[src/rtl/pipe_out_arbiter_if.sv]
// Source-FIFO and pipe-out endpoint signals shared between the arbiter and its
// neighbours. The master side is the arbiter.
interface pipe_out_arbiter_if #(
   parameter int N_SRC = 4,
   parameter int CNT_W = 11
);
   logic [N_SRC-1:0]       src_en;
   logic [N_SRC*CNT_W-1:0] src_count;
   logic [N_SRC*16-1:0]    src_data;
   logic [N_SRC-1:0]       src_rd;
   logic                   pipe_out_read;
   logic [15:0]            pipe_out_data;
   logic                   pipe_out_valid;

   modport master (
      input  src_en, src_count, src_data, pipe_out_read,
      output src_rd, pipe_out_data, pipe_out_valid
   );

   modport slave (
      output src_en, src_count, src_data, pipe_out_read,
      input  src_rd, pipe_out_data, pipe_out_valid
   );
endinterface

[src/rtl/pipe_out_arbiter.sv]
// Round-robin, block-throttled scheduler sharing one 16-bit pipe-out endpoint
// between N_SRC FWFT source FIFOs; one full block is transferred per grant.
module pipe_out_arbiter_lane #(
   parameter int          CNT_W       = 11,
   parameter int          BLOCK_WORDS = 256,
   parameter logic [2:0]  IDX         = 3'd0
) (
   input  logic             en,
   input  logic [CNT_W-1:0] count,
   input  logic [15:0]      data,
   input  logic [2:0]       grant_id,
   input  logic             xfer,
   input  logic             read,
   output logic             elig,
   output logic             rd,
   output logic             uflow,
   output logic [15:0]      data_sel
);
   logic sel;

   assign sel      = xfer && (grant_id == IDX);
   assign elig     = en && (count >= CNT_W'(BLOCK_WORDS));
   assign rd       = sel && read;
   // The read is still forwarded on an empty FIFO; only the fault is recorded.
   assign uflow    = sel && read && (count == '0);
   assign data_sel = sel ? data : 16'h0000;
endmodule

module pipe_out_arbiter #(
   parameter int N_SRC       = 4,
   parameter int BLOCK_WORDS = 256,
   parameter int CNT_W       = 11
) (
   input  logic              clk,
   input  logic              reset,
   pipe_out_arbiter_if.master bus,
   output logic [2:0]        grant_id,
   output logic              busy,
   output logic [15:0]       blocks_sent,
   output logic [15:0]       err_flags
);
   localparam int WC_W = $clog2(BLOCK_WORDS) + 1;

   localparam logic [1:0] S_IDLE = 2'd0;
   localparam logic [1:0] S_XFER = 2'd1;
   localparam logic [1:0] S_GAP  = 2'd2;

   logic [1:0]            state;
   logic [2:0]            last_grant;
   logic [WC_W-1:0]       word_cnt;
   logic [1:0]            err;
   logic                  xfer;
   logic                  last_word;
   logic                  found;
   logic [2:0]            next_idx;
   logic [7:0]            elig8;
   logic [N_SRC-1:0]      elig;
   logic [N_SRC-1:0]      uflow;
   logic [N_SRC-1:0][15:0] lane_data;
   logic [15:0]           data_or;

   assign xfer = (state == S_XFER);

   genvar gi;
   generate
      for (gi = 0; gi < N_SRC; gi++) begin : g_lane
         pipe_out_arbiter_lane #(
            .CNT_W      (CNT_W),
            .BLOCK_WORDS(BLOCK_WORDS),
            .IDX        (3'(gi))
         ) u_lane (
            .en      (bus.src_en[gi]),
            .count   (bus.src_count[gi*CNT_W +: CNT_W]),
            .data    (bus.src_data[gi*16 +: 16]),
            .grant_id(grant_id),
            .xfer    (xfer),
            .read    (bus.pipe_out_read),
            .elig    (elig[gi]),
            .rd      (bus.src_rd[gi]),
            .uflow   (uflow[gi]),
            .data_sel(lane_data[gi])
         );
      end
   endgenerate

   // Non-selected lanes present zero, so the mux reduces to an OR.
   always_comb begin
      data_or = 16'h0000;
      for (int i = 0; i < N_SRC; i++) data_or = data_or | lane_data[i];
   end

   assign bus.pipe_out_data  = data_or;
   assign bus.pipe_out_valid = xfer;
   assign busy               = xfer;
   assign err_flags          = {14'h0000, err};

   // Padded to 8 so a 3-bit index covers every legal N_SRC.
   assign elig8 = 8'(elig);

   always_comb begin
      int cand;
      cand     = 0;
      found    = 1'b0;
      next_idx = 3'd0;
      for (int off = 1; off <= N_SRC; off++) begin
         cand = int'(last_grant) + off;
         if (cand >= N_SRC) cand = cand - N_SRC;
         if (!found && elig8[3'(cand)]) begin
            found    = 1'b1;
            next_idx = 3'(cand);
         end
      end
   end

   assign last_word = xfer && bus.pipe_out_read &&
                      (word_cnt == WC_W'(BLOCK_WORDS - 1));

   always_ff @(posedge clk or posedge reset) begin
      if (reset) begin
         state       <= S_IDLE;
         last_grant  <= 3'(N_SRC - 1);
         grant_id    <= 3'd0;
         word_cnt    <= '0;
         blocks_sent <= 16'h0000;
      end else begin
         case (state)
            S_IDLE: begin
               if (found) begin
                  grant_id <= next_idx;
                  state    <= S_XFER;
               end
            end
            S_XFER: begin
               if (last_word) begin
                  word_cnt    <= '0;
                  blocks_sent <= blocks_sent + 16'd1;
                  last_grant  <= grant_id;
                  state       <= S_GAP;
               end else if (bus.pipe_out_read) begin
                  word_cnt <= word_cnt + WC_W'(1);
               end
            end
            S_GAP:   state <= S_IDLE;
            default: state <= S_IDLE;
         endcase
      end
   end

   always_ff @(posedge clk or posedge reset) begin
      if (reset) begin
         err <= 2'b00;
      end else begin
         if (bus.pipe_out_read && !xfer) err[0] <= 1'b1;
         if (|uflow)                     err[1] <= 1'b1;
      end
   end
endmodule

[src/flat_wrapper.sv]
// flat-port wrapper written by rule: the top's interface ports become plain ports
module pipe_out_arbiter_flat 
#(
   parameter int N_SRC       = 4,
   parameter int BLOCK_WORDS = 256,
   parameter int CNT_W       = 11
)
  (clk, reset, grant_id, busy, blocks_sent, err_flags, bus_src_en, bus_src_count, bus_src_data, bus_pipe_out_read, bus_src_rd, bus_pipe_out_data, bus_pipe_out_valid);
  pipe_out_arbiter_if #(.N_SRC(N_SRC), .CNT_W(CNT_W)) bus_i ();
  input  logic clk;
  input  logic reset;
  output logic [2:0] grant_id;
  output logic busy;
  output logic [15:0] blocks_sent;
  output logic [15:0] err_flags;
  input wire logic [$bits(bus_i.src_en)-1:0] bus_src_en;
  input wire logic [$bits(bus_i.src_count)-1:0] bus_src_count;
  input wire logic [$bits(bus_i.src_data)-1:0] bus_src_data;
  input wire logic [$bits(bus_i.pipe_out_read)-1:0] bus_pipe_out_read;
  output wire logic [$bits(bus_i.src_rd)-1:0] bus_src_rd;
  output wire logic [$bits(bus_i.pipe_out_data)-1:0] bus_pipe_out_data;
  output wire logic [$bits(bus_i.pipe_out_valid)-1:0] bus_pipe_out_valid;
  assign bus_i.src_en = bus_src_en;
  assign bus_i.src_count = bus_src_count;
  assign bus_i.src_data = bus_src_data;
  assign bus_i.pipe_out_read = bus_pipe_out_read;
  assign bus_src_rd = bus_i.src_rd;
  assign bus_pipe_out_data = bus_i.pipe_out_data;
  assign bus_pipe_out_valid = bus_i.pipe_out_valid;
  pipe_out_arbiter #(.N_SRC(N_SRC), .BLOCK_WORDS(BLOCK_WORDS), .CNT_W(CNT_W)) u_core (.clk(clk), .reset(reset), .bus(bus_i), .grant_id(grant_id), .busy(busy), .blocks_sent(blocks_sent), .err_flags(err_flags));
endmodule
[config.mk]
export PLATFORM = sky130hd
export DESIGN_NAME = pipe_out_arbiter_flat
export DESIGN_NICKNAME = d
export VERILOG_FILES = /design/src/rtl/pipe_out_arbiter_if.sv /design/src/rtl/pipe_out_arbiter.sv /design/src/flat_wrapper.sv
export SDC_FILE = /design/constraint.sdc
export NUM_CORES = 1
export LEC_CHECK = 0
export CAP_MARGIN = 30
export CORE_MARGIN = 8
export CORE_UTILIZATION = 36
export CTS_BUF_LIST = sky130_fd_sc_hd__clkbuf_8
export DETAILED_ROUTE_END_ITERATION = 7
export GPL_TIMING_DRIVEN = 0
export HOLD_SLACK_MARGIN = 0.15
export PLACE_DENSITY_LB_ADDON = 0.25
export SLEW_MARGIN = 10
export SYNTH_ARGS = -nofsm -noshare
export SYNTH_HDL_FRONTEND = slang
export SYNTH_HIERARCHICAL = 1
export SYNTH_SLANG_ARGS = --single-unit
[constraint.sdc]
create_clock -name clk -period 2.8 [get_ports clk]
set_clock_uncertainty 0.2 [all_clocks]
set_input_delay 0.28 -clock clk [delete_from_list [all_inputs] [get_ports clk]]
set_output_delay 0.28 -clock clk [all_outputs]
set_load 0.03 [all_outputs]
==> run metrics <==
outcome=finished, final reports clean; drt initial violations=147; Synth Area in Adders=0.0171; Max rail drop VDD=0.377 mV; largest family of logic cells by synthesized area=simple AND/OR/NAND/NOR gates; die area=11200 um2; pin count of the biggest net entering global routing=36; final hold slack=0.241 ns; H-tree depth=2; post-synthesis mux area share=0.0428; IO Pins=172; # placed instances=581; Die X=106 um; Crit. End Element=register; Routed wire per std cell=17.1 um; Final Hold Vio Count=0; Hold Buf Count CTS=0; Skew-Pair Late Insertion Delay=0.28 ns; predominant post-synthesis flop cell=dfrtp_1; Gate Count Post-Synth=306; fillers=707; minimum clock period=2.76 ns; Via density=4.90; leak pwr=0.00209 uW; Compound-Gate Fraction of Synth Area=0.0823; Initial Utilization=0.363; RSZ-0062 raised after global routing=true; Cell Pwr Density=314 nW/um2; routed vias=2913; setup TNS=0 ns; Design Power=1500 uW; root buffer cell=clkbuf_8; Critical Path RT=2.77 ns; clock-pin slew on the worst setup and hold paths=0.07 ns; worst-path maximum fanout=10; Post-Synth Simple-Gate Area=0.412; hpwl dp=8200 um; Sink Count=35; crit path DAT=2.72 ns; Max Freq=0.363 GHz; Final Net Count=609; Yosys reg bits=35; asr flop ratio synth=1.00; Yosys cell types=62; vias in the first global route=2927; FP Rows=33; CTS tree=yes; TritonCTS buffer count=5; Netlist Area Pre-Place=2920 um2; YS warnings=6; setup violators final=0; fin cells=595; antenna cells=0; slew margin rel.=0.513; Synth Area per Inst=9.54 um2; total track usage=0.170; P&R area growth vs syn=63.8%; Core Box Area=8050 um2; final core utilization=0.594; Die Ht=106 um; Setup Crit Path Kind=reg -> reg; first-pass GRT wire length=15700 um; MaxCap Viol Count=0; slew of the pin with the lowest slew margin=0.730 ns; gpl congestion=0.848; Hold Path Class=in -> async; WL final=10200 um; initial antenna violation count=0; crit path launch type=register; drc violations=0; Seq/Total Area, Yosys=0.301; Post-DRT Antenna Nets=0; Max Slew Vio Count=0; EDFF count, synth=0; drt pass-1 iters=4; XOR/XNOR Fraction of Synth Area=0.0570; Final Cycle Share=0.985; gr ovfl total=0; IO buf count=157; Clock Tree Buf Depth=2; ratio of cells with drive above 1 in the final layout=0.294
## worst max-delay path, cell delays in order (launching register included)
cell       delay (ns)
dfstp_2          0.54
buf_6            0.10
clkbuf_16        0.14
inv_4            0.06
ha_4             0.30
mux4_2           0.32
o21ai_2          0.08
a2111oi_0        0.07
or4b_1           0.55
mux2_2           0.29
## final timing paths
check                                  startpoint                endpoint  depth (start not counted)  slack, ns
min in group clk           u_core/blocks_sent[15]  u_core/blocks_sent[15]                          1       0.27
max in group asynchronous                   reset   u_core/blocks_sent[2]                          2       1.69
min reg2reg                u_core/blocks_sent[15]  u_core/blocks_sent[15]                          1       0.27
min                                         reset  u_core/blocks_sent[15]                          2       0.24
max reg2reg                  u_core/last_grant[0]      u_core/grant_id[0]                          9       0.04
max                          u_core/last_grant[0]      u_core/grant_id[0]                          9       0.04
## cell type report
| type | instances | area [um2] | area share |
|---|---|---|---|
| inverters | 7 | 28.8 | 0.00602 |
| plain buffers | 25 | 233 | 0.0487 |
| clock inverters | 1 | 5.00 | 0.00105 |
| well taps | 105 | 131 | 0.0275 |
| clock buffers | 6 | 82.6 | 0.0173 |
| multi-input cells | 252 | 1870 | 0.392 |
| repair buffers | 164 | 1550 | 0.324 |
| flip-flops and latches | 35 | 878 | 0.184 |
## logic make-up (layout without fill, tap and decap cells)
logic type               Yosys count  after routing
multiplexers                      10             10
flip-flops                        35             35
adder cells (fa/ha/maj)            4              4
other                              1             14
AO/OA/AOI/OAI                     33             33
XOR/XNOR                          19             19
AND/OR/NAND/NOR                  171            172
buffers and inverters             33            203
## flip-flops by register name, summed over array words and instances (netlist names)
| signal | count |
|---|---|
| u_core/blocks_sent | 16 |
| u_core/err | 2 |
| u_core/grant_id | 3 |
| u_core/last_grant | 3 |
| u_core/state | 2 |
| u_core/word_cnt | 9 |
## timing repair
| item | in CTS | in global routing |
|---|---|---|
| endpoints found under the setup margin | 20 | 14 |
| setup buffers | 5 | 2 |
| gates resized for setup | 72 | 18 |
| gates cloned | 0 | 1 |
| pin swaps | 2 | 2 |
## cells in the final DEF (no fill, tap or decap), drive strengths merged, types with 2 or more instances in the layout
cell           netlist  final
clkdlybuf4s50        0    140
and2                71     71
buf                 25     46
dfrtp               33     33
or4                 17     17
xnor2               16     16
nand2               15     15
conb                 1     14
nor2                10     10
nand3                9      9
nor4                 9      9
o21ai                9      9
clkbuf               1      8
and4                 8      8
mux2                 7      7
inv                  7      7
nand4                6      6
nor4b                6      6
nor3                 6      6
a21oi                4      4
o31a                 4      4
ha                   4      4
a211oi               3      3
xor2                 3      3
a21o                 3      3
and4bb               2      3
mux2i                2      2
o21bai               2      2
or3                  2      2
dfstp                2      2
and2b                2      2
a22oi                2      2
## cell usage after synthesis, types with 5 or more instances
master	instances	share of area
and2_1	17	0.036
and2_2	46	0.12
and2_4	8	0.024
buf_4	16	0.041
buf_6	6	0.023
dfrtp_1	33	0.28
inv_1	7	0.0090
mux2_2	6	0.023
nand2_1	15	0.019
nand3_1	9	0.015
nand4_1	6	0.013
nor2_1	9	0.012
nor4_1	9	0.019
nor4b_1	5	0.015
o21ai_0	8	0.014
or4_1	16	0.041
xnor2_1	16	0.048
## per-stage QoR
| stage | setup WS, ns | area, um2 |
|---|---|---|
| after floorplan | 0.00746 | 2980 |
| after global placement | -0.171 | 4680 |
| after detailed placement | -0.204 | 4680 |
| after CTS | 0.0204 | 4780 |
| after global routing | -0.0160 | 4780 |
| final | 0.0430 | 4780 |
## power breakdown
group,internal [uW],total [uW],leakage [uW],switching (uW)
Combinational,303,549,0.00158,247
Sequential,542,586,0.000461,44.0
Clock,193,365,0.0000470,172
Total,1040,1500,0.00209,463
## metal layers
layer | up-vias | GRT usage | wire (um)
li1 | 1441 | - | -
met1 | 1362 | 0.204 | 4400
met2 | 103 | 0.303 | 4980
met3 | 7 | 0.0478 | 725
met4 | 0 | 0.0221 | 62
met5 | - | 0 | 0
No activity file was read; power rests on OpenSTA's default activity.
